## src/rtl/edubos5_lsu_pkg.sv

```systemverilog
// Shared types and helpers for the edubos5 load/store unit: state encoding,
// byte-enable codes, funct3 encodings and alignment/extension functions.
package edubos5_pkg;

    typedef logic [31:0] cpu_addr_t;
    typedef logic [31:0] cpu_data_t;

    typedef enum logic [1:0] {
        IDLE,
        ACCESS,
        RESP
    } lsu_state_t;

    typedef enum logic [3:0] {
        NOWR      = 4'b0000,
        BYTE1     = 4'b0001,
        BYTE2     = 4'b0010,
        BYTE3     = 4'b0100,
        BYTE4     = 4'b1000,
        HALFWORD1 = 4'b0011,
        HALFWORD2 = 4'b1100,
        WORD      = 4'b1111
    } we_bs_t;

    typedef enum logic [2:0] {
        LB  = 3'b000,
        LH  = 3'b001,
        LW  = 3'b010,
        LBU = 3'b100,
        LHU = 3'b101
    } funct3_load_t;

    typedef enum logic [2:0] {
        SB = 3'b000,
        SH = 3'b001,
        SW = 3'b010
    } funct3_store_t;

    // True when funct3 is legal for the access kind and the address is naturally aligned.
    function automatic logic access_ok(logic is_store, logic [2:0] f3, logic [1:0] lo);
        logic ok;
        ok = 1'b0;
        if (is_store) begin
            case (funct3_store_t'(f3))
                SB:      ok = 1'b1;
                SH:      ok = ~lo[0];
                SW:      ok = (lo == 2'b00);
                default: ok = 1'b0;
            endcase
        end else begin
            case (funct3_load_t'(f3))
                LB, LBU: ok = 1'b1;
                LH, LHU: ok = ~lo[0];
                LW:      ok = (lo == 2'b00);
                default: ok = 1'b0;
            endcase
        end
        return ok;
    endfunction

    function automatic we_bs_t store_be(logic [2:0] f3, logic [1:0] lo);
        we_bs_t be;
        be = NOWR;
        case (funct3_store_t'(f3))
            SB: begin
                case (lo)
                    2'd0:    be = BYTE1;
                    2'd1:    be = BYTE2;
                    2'd2:    be = BYTE3;
                    default: be = BYTE4;
                endcase
            end
            SH:      be = lo[1] ? HALFWORD2 : HALFWORD1;
            SW:      be = WORD;
            default: be = NOWR;
        endcase
        return be;
    endfunction

    function automatic cpu_data_t store_data(logic [2:0] f3, cpu_data_t w);
        cpu_data_t d;
        d = '0;
        case (funct3_store_t'(f3))
            SB:      d = {4{w[7:0]}};
            SH:      d = {2{w[15:0]}};
            SW:      d = w;
            default: d = '0;
        endcase
        return d;
    endfunction

    function automatic cpu_data_t load_extend(logic [2:0] f3, logic [1:0] lo, cpu_data_t w);
        logic [7:0]  b;
        logic [15:0] h;
        cpu_data_t   d;
        b = 8'(w >> {lo, 3'b000});
        h = 16'(w >> {lo[1], 4'b0000});
        d = '0;
        case (funct3_load_t'(f3))
            LB:      d = {{24{b[7]}}, b};
            LBU:     d = {24'd0, b};
            LH:      d = {{16{h[15]}}, h};
            LHU:     d = {16'd0, h};
            LW:      d = w;
            default: d = '0;
        endcase
        return d;
    endfunction

endpackage

```

## src/rtl/edubos5_lsu_if.sv

```systemverilog
// Execute-stage request/response and data-memory bus of the LSU.
// slave = LSU side, master = core/memory side.
interface edubos5_lsu_if;
    import edubos5_pkg::*;

    logic      req_valid;
    logic      req_ready;
    logic      req_is_store;
    logic [2:0] req_funct3;
    cpu_addr_t req_addr;
    cpu_data_t req_wdata;

    logic      rsp_valid;
    cpu_data_t rsp_rdata;
    logic      rsp_err;

    logic      mem_req;
    we_bs_t    mem_we;
    cpu_addr_t mem_addr;
    cpu_data_t mem_wdata;
    logic      mem_ack;
    cpu_data_t mem_rdata;

    modport slave (
        input  req_valid, req_is_store, req_funct3, req_addr, req_wdata,
        output req_ready,
        output rsp_valid, rsp_rdata, rsp_err,
        output mem_req, mem_we, mem_addr, mem_wdata,
        input  mem_ack, mem_rdata
    );

    modport master (
        output req_valid, req_is_store, req_funct3, req_addr, req_wdata,
        input  req_ready,
        input  rsp_valid, rsp_rdata, rsp_err,
        input  mem_req, mem_we, mem_addr, mem_wdata,
        output mem_ack, mem_rdata
    );

endinterface

```

## src/rtl/edubos5_lsu_ldext.sv

```systemverilog
// Combinational load-data extraction: picks byte/halfword by address and extends.
module edubos5_lsu_ldext
    import edubos5_pkg::*;
(
    input  logic [2:0] funct3,
    input  logic [1:0] addr_lo,
    input  cpu_data_t  mem_word,
    output cpu_data_t  data
);

    assign data = load_extend(funct3, addr_lo, mem_word);

endmodule

```

## src/rtl/edubos5_lsu.sv

```systemverilog
// Single-outstanding load/store unit: IDLE -> ACCESS -> RESP, with early error
// response for misaligned/illegal requests and a memory-ack timeout.
module edubos5_lsu
    import edubos5_pkg::*;
#(
    parameter int unsigned TIMEOUT_CYC = 255
) (
    input logic         clk,
    input logic         arst_n,
    edubos5_lsu_if.slave bus
);

    localparam int unsigned CNT_W = (TIMEOUT_CYC < 1) ? 1 : $clog2(TIMEOUT_CYC + 1);

    lsu_state_t       state;
    lsu_state_t       state_next;
    logic [CNT_W-1:0] cnt;
    logic             is_store_q;
    logic [2:0]       funct3_q;
    logic [1:0]       addr_lo_q;
    we_bs_t           mem_we_q;
    cpu_addr_t        mem_addr_q;
    cpu_data_t        mem_wdata_q;
    cpu_data_t        rsp_rdata_q;
    logic             rsp_err_q;
    cpu_data_t        ld_data;
    logic             req_ok;
    logic             expired;

    assign req_ok  = access_ok(bus.req_is_store, bus.req_funct3, bus.req_addr[1:0]);
    assign expired = (cnt == '0);

    assign bus.mem_we    = mem_we_q;
    assign bus.mem_addr  = mem_addr_q;
    assign bus.mem_wdata = mem_wdata_q;
    assign bus.rsp_rdata = rsp_rdata_q;
    assign bus.rsp_err   = rsp_err_q;

    edubos5_lsu_ldext u_ldext (
        .funct3   (funct3_q),
        .addr_lo  (addr_lo_q),
        .mem_word (bus.mem_rdata),
        .data     (ld_data)
    );

    always_ff @(posedge clk or negedge arst_n) begin
        if (!arst_n) begin
            state <= IDLE;
        end else begin
            state <= state_next;
        end
    end

    always_comb begin
        state_next    = state;
        bus.req_ready = 1'b0;
        bus.mem_req   = 1'b0;
        bus.rsp_valid = 1'b0;
        case (state)
            IDLE: begin
                bus.req_ready = 1'b1;
                if (bus.req_valid) begin
                    state_next = req_ok ? ACCESS : RESP;
                end
            end
            ACCESS: begin
                bus.mem_req = 1'b1;
                // an ack in the expiry cycle still wins; rsp_err is decided in the datapath
                if (bus.mem_ack || expired) begin
                    state_next = RESP;
                end
            end
            RESP: begin
                bus.rsp_valid = 1'b1;
                state_next    = IDLE;
            end
            default: state_next = IDLE;
        endcase
    end

    always_ff @(posedge clk or negedge arst_n) begin
        if (!arst_n) begin
            cnt         <= '0;
            is_store_q  <= 1'b0;
            funct3_q    <= '0;
            addr_lo_q   <= '0;
            mem_we_q    <= NOWR;
            mem_addr_q  <= '0;
            mem_wdata_q <= '0;
            rsp_rdata_q <= '0;
            rsp_err_q   <= 1'b0;
        end else begin
            case (state)
                IDLE: begin
                    if (bus.req_valid) begin
                        is_store_q <= bus.req_is_store;
                        funct3_q   <= bus.req_funct3;
                        addr_lo_q  <= bus.req_addr[1:0];
                        if (req_ok) begin
                            mem_we_q    <= bus.req_is_store ? store_be(bus.req_funct3, bus.req_addr[1:0]) : NOWR;
                            mem_addr_q  <= {bus.req_addr[31:2], 2'b00};
                            mem_wdata_q <= bus.req_is_store ? store_data(bus.req_funct3, bus.req_wdata) : '0;
                            cnt         <= CNT_W'(TIMEOUT_CYC);
                        end else begin
                            rsp_err_q   <= 1'b1;
                            rsp_rdata_q <= '0;
                        end
                    end
                end
                ACCESS: begin
                    if (bus.mem_ack) begin
                        rsp_err_q   <= 1'b0;
                        rsp_rdata_q <= is_store_q ? '0 : ld_data;
                    end else if (expired) begin
                        rsp_err_q   <= 1'b1;
                        rsp_rdata_q <= '0;
                    end else begin
                        cnt <= cnt - CNT_W'(1);
                    end
                end
                default: ;
            endcase
        end
    end

endmodule

```

## src/flat_wrapper.sv

```systemverilog
// flat-port wrapper written by rule: the top's interface ports become plain ports
module edubos5_lsu_flat import edubos5_pkg::*;
#(
    parameter int unsigned TIMEOUT_CYC = 255
)
  (clk, arst_n, bus_req_valid, bus_req_is_store, bus_req_funct3, bus_req_addr, bus_req_wdata, bus_req_ready, bus_rsp_valid, bus_rsp_rdata, bus_rsp_err, bus_mem_req, bus_mem_we, bus_mem_addr, bus_mem_wdata, bus_mem_ack, bus_mem_rdata);
  edubos5_lsu_if bus_i ();
  input logic clk;
  input logic arst_n;
  input wire logic [$bits(bus_i.req_valid)-1:0] bus_req_valid;
  input wire logic [$bits(bus_i.req_is_store)-1:0] bus_req_is_store;
  input wire logic [$bits(bus_i.req_funct3)-1:0] bus_req_funct3;
  input wire logic [$bits(bus_i.req_addr)-1:0] bus_req_addr;
  input wire logic [$bits(bus_i.req_wdata)-1:0] bus_req_wdata;
  output wire logic [$bits(bus_i.req_ready)-1:0] bus_req_ready;
  output wire logic [$bits(bus_i.rsp_valid)-1:0] bus_rsp_valid;
  output wire logic [$bits(bus_i.rsp_rdata)-1:0] bus_rsp_rdata;
  output wire logic [$bits(bus_i.rsp_err)-1:0] bus_rsp_err;
  output wire logic [$bits(bus_i.mem_req)-1:0] bus_mem_req;
  output wire logic [$bits(bus_i.mem_we)-1:0] bus_mem_we;
  output wire logic [$bits(bus_i.mem_addr)-1:0] bus_mem_addr;
  output wire logic [$bits(bus_i.mem_wdata)-1:0] bus_mem_wdata;
  input wire logic [$bits(bus_i.mem_ack)-1:0] bus_mem_ack;
  input wire logic [$bits(bus_i.mem_rdata)-1:0] bus_mem_rdata;
  assign bus_i.req_valid = bus_req_valid;
  assign bus_i.req_is_store = bus_req_is_store;
  assign bus_i.req_funct3 = bus_req_funct3;
  assign bus_i.req_addr = bus_req_addr;
  assign bus_i.req_wdata = bus_req_wdata;
  assign bus_req_ready = bus_i.req_ready;
  assign bus_rsp_valid = bus_i.rsp_valid;
  assign bus_rsp_rdata = bus_i.rsp_rdata;
  assign bus_rsp_err = bus_i.rsp_err;
  assign bus_mem_req = bus_i.mem_req;
  assign bus_mem_we = bus_i.mem_we;
  assign bus_mem_addr = bus_i.mem_addr;
  assign bus_mem_wdata = bus_i.mem_wdata;
  assign bus_i.mem_ack = bus_mem_ack;
  assign bus_i.mem_rdata = bus_mem_rdata;
  edubos5_lsu #(.TIMEOUT_CYC(TIMEOUT_CYC)) u_core (.clk(clk), .arst_n(arst_n), .bus(bus_i));
endmodule
```

## config.mk

```make
export PLATFORM = sky130hd
export DESIGN_NAME = edubos5_lsu_flat
export DESIGN_NICKNAME = d
export VERILOG_FILES = /design/src/rtl/edubos5_lsu_pkg.sv /design/src/rtl/edubos5_lsu_if.sv /design/src/rtl/edubos5_lsu_ldext.sv /design/src/rtl/edubos5_lsu.sv /design/src/flat_wrapper.sv
export SDC_FILE = /design/constraint.sdc
export NUM_CORES = 1
export LEC_CHECK = 0
export ABC_CLOCK_PERIOD_IN_PS = 4600
export CELL_PAD_IN_SITES_DETAIL_PLACEMENT = 0
export CELL_PAD_IN_SITES_GLOBAL_PLACEMENT = 1
export CORE_MARGIN = 4
export CORE_UTILIZATION = 36
export CTS_CLUSTER_SIZE = 25
export DETAILED_ROUTE_END_ITERATION = 8
export PLACE_DENSITY_LB_ADDON = 0.08
export SLEW_MARGIN = 25
export SYNTH_ARGS = -nofsm -noshare
export SYNTH_HDL_FRONTEND = slang
export SYNTH_SLANG_ARGS = --single-unit
```

## constraint.sdc

```tcl
create_clock -name clk -period 4.6 [get_ports clk]
set_input_delay 0.46 -clock clk [delete_from_list [all_inputs] [get_ports clk]]
set_output_delay 0.46 -clock clk [all_outputs]
set_load 0.01 [all_outputs]
```

==> results of run 1 <==
path summary, 6_finish.rpt:
kind	endpoint	slack (ps)	cells past startpoint	startpoint
worst max-delay path	u_core.bus.mem_addr[24]	1960	7	bus_req_funct3[0]
worst min-delay path	u_core.bus.mem_we[3]	50	1	arst_n
worst max register to register	u_core.bus.rsp_rdata[23]	2150	7	u_core.cnt[0]
worst min register to register	u_core.bus.mem_wdata[14]	460	2	u_core.bus.mem_wdata[14]
max in group asynchronous	u_core.bus.mem_wdata[25]	3510	2	arst_n
min in group clk	u_core.bus.mem_wdata[14]	460	2	u_core.bus.mem_wdata[14]
Yosys cell counts, types with 4 or more instances:
master     number
nand2_1       189
dfrtp_1       115
nand3_1        42
clkbuf_1       22
mux2i_1        20
o21ai_0        18
a32o_1         16
o2bb2ai_1      16
nor2b_1        14
o31ai_1        14
mux2_2         13
buf_2          12
a21oi_1        10
a221oi_1        8
a222oi_1        8
nand3b_1        8
nor2_1          8
buf_4           7
and2_1          5
nand2b_1        5
nor3_1          5
or3_1           5
buf_6           4
inv_1           4
registers in the layout, indices dropped and copies added, names as in the netlist:
register	flops
u_core.addr_lo_q	2
u_core.bus.mem_addr	30
u_core.bus.mem_wdata	32
u_core.bus.mem_we	4
u_core.bus.rsp_err	1
u_core.bus.rsp_rdata	32
u_core.cnt	8
u_core.funct3_q	3
u_core.is_store_q	1
u_core.state	2
cell type report:
class                   count  area, sq um
fillers                  1451         7310
inverters                   5         18.8
clock buffers              23          488
flip-flops and latches    115         2880
well taps                 216          270
clock inverters             9          103
multi-input cells         440         2670
repair buffers            212         2100
per-stage QoR:
step / hold slack (ps) / utilization
2_1_floorplan: 164 / -
3_3_place_gp: 450 / 0.500
6_report: 49.4 / 0.538
3_5_place_dp: 459 / 0.501
5_1_grt: 108 / 0.538
4_1_cts: 79.4 / 0.538
routing by layer:
metal	global-route usage	vias to the layer above	part of all wire
met3	0.0775	23	0.096
met1	0.268	2526	0.43
met5	0	-	0
li1	-	2506	-
met2	0.299	198	0.46
met4	0.0684	0	0.018
cell usage in the layout, fill, tap and decap left out, drive strengths merged, types with 3 or more instances in the layout:
master and count:
a21oi 10, a221oi 10, a222oi 8, a32o 16
and2 6, buf 9, clkbuf 23, clkdlybuf4s50 203
clkinv 4, clkinvlp 3, dfrtp 115, inv 5
mux2 13, mux2i 20, nand2 189, nand2b 6
nand3 42, nand3b 8, nor2 9, nor2b 14
nor3 6, nor4 6, o21a 3, o21ai 20
o2bb2ai 16, o31ai 14, or3 5, or4 3
logic make-up (layout without fill, tap and decap cells):
logic type,Yosys count,in the layout,share of synthesized area
simple gates,299,299,0.243
flops,115,115,0.498
compound gates,104,104,0.146
buf+inv,53,249,0.0469
mux,34,34,0.0638
fa+ha+maj,1,1,0.00216
other cells,1,2,0.000648
critical path, delay by kind of cell:
kind,cells,cell delay (ps)
AO/OA/AOI/OAI,2,920
buffers and inverters,3,1340
AND/OR/NAND/NOR,2,220
power groups by stage:
| stage | combinational, W | sequential [W] | clock [W] |
|---|---|---|---|
| floorplan | 0.000524 | 0.00139 | 0 |
| global placement | 0.00112 | 0.00134 | 0 |
| detailed placement | 0.00114 | 0.00135 | 0 |
| CTS | 0.00114 | 0.00134 | 0.00134 |
| global route | 0.00124 | 0.00137 | 0.00138 |
| finish | 0.00113 | 0.00134 | 0.00131 |
==> impl_metrics.toml, run 1 <==
[outcome]
status = "complete, no violations"

[detailed_routing]
wl_microns = 18000
drcViolationCount = 0
via_count = 5253
dr.first_iter.drc_count = 314
first_pass_iters = 7
ant_nets = 0
vias_per_cell = 5.15
avgRoutedWirePerCell_microns = 17.6

[power]
p_clk_frac = 0.346
internal_power_w = 0.00262
pwr-share-seq = 0.355
p_switching_w = 0.00115
combinationalPowerShare = 0.299
p_leak_nw = 3.75
ir_drop_mv = 0.275
p_per_area_nw_per_um2 = 443
total_power_w = 0.00378
sw_frac_of_total = 0.305

[final_layout]
nets = 896
fin_area_sq_um = 8520
layoutNonFillerInstCount = 1020
drive_above_1_share = 0.0846
diodes = 0
area_growth_pct = 47.3

[timing]
worst_pin_slew_ps = 913
setup_viol = 0
clock-skew-final_ps = 6.93
hold_viol = 0
max_clock_freq_mhz = 379
tns_ps = 0
rsz0062_at_grt = "false"
layout_min_cycle_time_ps = 2640
timing.final.crit_share = 0.574
worst_slack_ps = 1960
relSlewSlack = 0.389
slew_violations = 0

[logic_synthesis]
synth-main-ff-cell = "dfrtp_1"
synth_top_area_frac = 0.498
syn_area_per_cell_sq_um = 9.53
synth_edf_count = 0
ys_seq_area_frac = 0.498
yosys.area.top_type = "dfrtp_1"
synth_area_sq_um = 5780
ys_ff_latch = 115
synth.area.top_cells = "dfrtp_1 (50%), nand2_1 (12%), nand3_1 (3.6%)"
synthCells = 607
synth_cell_types = 52
yosysWarnings = 0
ys_async_sr_fraction = 1.00

[placement]
io_buffers = 205
pre_cts_ws_ps = 1500
place_hpwl_microns = 12900
globalplace.congestion = 0.806
dpl_cell_area_sq_um = 7920
dp_cells = 988

[floorplan]
die-area_sq_um = 18200
num_io_pins = 208
die_h_microns = 135
die_width_microns = 135
core_sq_um = 15800
rows = 46
start_util = 0.365

[global_routing]
grt_max_degree = 59
antenna_found_initial = 0
overflow = 0
grt_pass1_wl_microns = 28700
grt_usage = 0.201
grt_pass1_vias = 5274

[critical_path]
cp.required_ps = 4950
crit_path_max_incr_delay_ps = 760
cp.arrival_ps = 2980
crit_path_start_kind = "primary input"
critPathMaxFanout = 46
end_kind = "flop"
critical_path_class = "primary input to flop"
crit_chain = "clkdlybuf4s50_1, buf_4, a221oi_4, o21ai_4, buf_4, nand2_1, nand2_1"
cpMaxStageDelayCell = "o21ai_4"

[cts]
path_clk_slew_ps = 50
cts_tree = "yes"
htreeDepth = 4
clock-sinks = 115
clk_latency_ps = 410
cts_root_buffer = "clkbuf_16"
ctsHoldBuffers = 0
post_cts_buffers = 0
clockBufferDepth = 2
cts_resized = 0
numCtsBuffers = 17

[hold_path]
hold_path.class = "primary input to async pin"

[job]
max_cap_violations = 0
(Power assumes the default switching activity.)
==> inputs of run 2 (changes only) <==
ABC_CLOCK_PERIOD_IN_PS = 2140   (was 4600)
CORE_UTILIZATION = 30   (was 36)
clock period = 2.14 ns   (was 4.6 ns; I/O delays follow)
==> run 2 against run 1 <==
Against the previous run: sequential power up 110%; clock-buffer cell count down 6; total power up 120%; sequential share of layout area down 1.3 points; highest routed layer is now met5; final area up 3.9%; worst setup slack worse by 1900 ps; largest power group unchanged; first-iteration DRC count down 9.2%; worst hold slack better by 190 ps; largest cell class unchanged.
==> impl_metrics.toml, run 2 (synthesized netlist as in run 1, its figures left out) <==
[detailed_routing]
via_count = 5335
avgRoutedWirePerCell_microns = 17.7
first_pass_iters = 5
ant_nets = 0
dr.first_iter.drc_count = 285
vias_per_cell = 4.91
wl_microns = 19200
drcViolationCount = 0

[global_routing]
grt_pass1_vias = 5428
antenna_found_initial = 1
grt_usage = 0.178
grt_pass1_wl_microns = 30700
overflow = 0
grt_max_degree = 52

[timing]
tns_ps = 0
max_clock_freq_mhz = 478
setup_viol = 0
timing.final.crit_share = 0.977
slew_violations = 0
fin_hold_ws_ps = 237
layout_min_cycle_time_ps = 2090
hold_viol = 0
relSlewSlack = 0.365
worst_pin_slew_ps = 945
clock-skew-final_ps = 5.35

[floorplan]
rows = 50
die_h_microns = 147
core_sq_um = 18800
die_width_microns = 147
die-area_sq_um = 21600
start_util = 0.307
num_io_pins = 208

[critical_path]
cp-startpoint = "u_core.cnt[0]"
cp.required_ps = 2480
rr_startpoint = "u_core.cnt[0]"
critical_path_class = "flop to flop"
r2r_setup_slack_ps = 50
cp.arrival_ps = 2430
crit_path_start_kind = "flop"
r2r_end = "u_core.cnt[6]"
crit_end = "u_core.cnt[6]"
end_kind = "flop"
ff2ff_path_depth = 6
critPathMaxFanout = 4

[final_layout]
diodes = 0
mostFrequentLayoutCells = "clkdlybuf4s50_1 (203), nand2_1 (189), dfrtp_1 (115)"
multi_input_area_sq_um = 2670
nets = 918
area_growth_pct = 53.1
drive_above_1_share = 0.113
n_fill_cell = 1766
seq_area_sq_um = 2880
final_common_cell = "clkdlybuf4s50_1"

[cts]
cts_root_buffer = "clkbuf_16"
numCtsBuffers = 17
post_cts_buffers = 0
clk_latency_ps = 410
clockBufferDepth = 2
path_clk_slew_ps = 60
cts_tree = "yes"
htreeDepth = 4
clock-sinks = 115

[power]
p_leak_nw = 3.89
sw_frac_of_total = 0.317
combinationalPowerShare = 0.316
total_power_w = 0.00828
pwr-share-seq = 0.344
p_per_area_nw_per_um2 = 935
ir_drop_mv = 0.565
p_clk_frac = 0.340
internal_power_w = 0.00565
p_switching_w = 0.00263

[hold_path]
worstHoldStart = "bus_req_funct3[1]"
hold_path.class = "primary input to flop"

[placement]
place_hpwl_microns = 13900
io_buffers = 205
globalplace.congestion = 0.788

[outcome]
status = "complete, no violations"

[job]
max_cap_violations = 0
run 2: cell type report:
type	count	share of cell area
Sequential cell	115	0.325
Tap cell	260	0.0367
Multi-Input combinational cell	440	0.301
Clock inverter	15	0.0182
Inverter	5	0.00212
Clock buffer	17	0.0480
Timing Repair Buffer	234	0.269
run 2: metrics by stage:
stage	std cells	utilization	worst slack (ps)	cell area, sq um
2_1_floorplan	608	-	253	5790
3_3_place_gp	1053	0.437	18.6	8240
3_5_place_dp	1053	0.438	-14.1	8240
4_1_cts	1086	0.469	21.7	8840
5_1_grt	1086	0.470	-45.6	8850
6_report	1086	0.470	48.3	8850
run 2: how the worst min path moves through the flow:
stage                                to  depth (start not counted)
global placement          u_core.cnt[3]                          1
global route         u_core.funct3_q[1]                          2
CTS                  u_core.funct3_q[1]                          2
finish               u_core.funct3_q[1]                          2
floorplan           u_core.addr_lo_q[0]                          0
detailed placement        u_core.cnt[1]                          1
run 2: layer usage:
layer	vias to the layer above	GRT usage	wire length (microns)
met5	-	0	8
met4	2	0.0405	95
met3	10	0.0657	1480
met2	198	0.285	9240
met1	2570	0.232	8420
li1	2555	-	-
run 2: critical path: stages, from the launching register on:
cell and delay (ps):
dfrtp_1 400, inv_1 80, ha_1 190, or3b_4 410, or3_1 350, nor4_2 360, mux2i_1 220
run 2: repair_timing:
action / in CTS / in global routing
endpoints found under the hold margin: 29 / 0
setup endpoints to repair: 0 / 1
hold buffers: 1 / 0
resized for setup: 0 / 1
run 2: power by group through the flow:
stage                     Clock, W  Combinational [W]  Sequential [W]
after floorplan                  0            0.00113         0.00299
after global placement           0            0.00260         0.00286
after detailed placement         0            0.00262         0.00287
after CTS                  0.00289            0.00263         0.00285
after global routing       0.00300            0.00286         0.00290
final                      0.00281            0.00262         0.00285
==> inputs of run 3 (changes only) <==
ABC_AREA = 0   (was default)
==> results of run 3 <==
No change in the layout: final DEF, timing and power equal those of run 2.
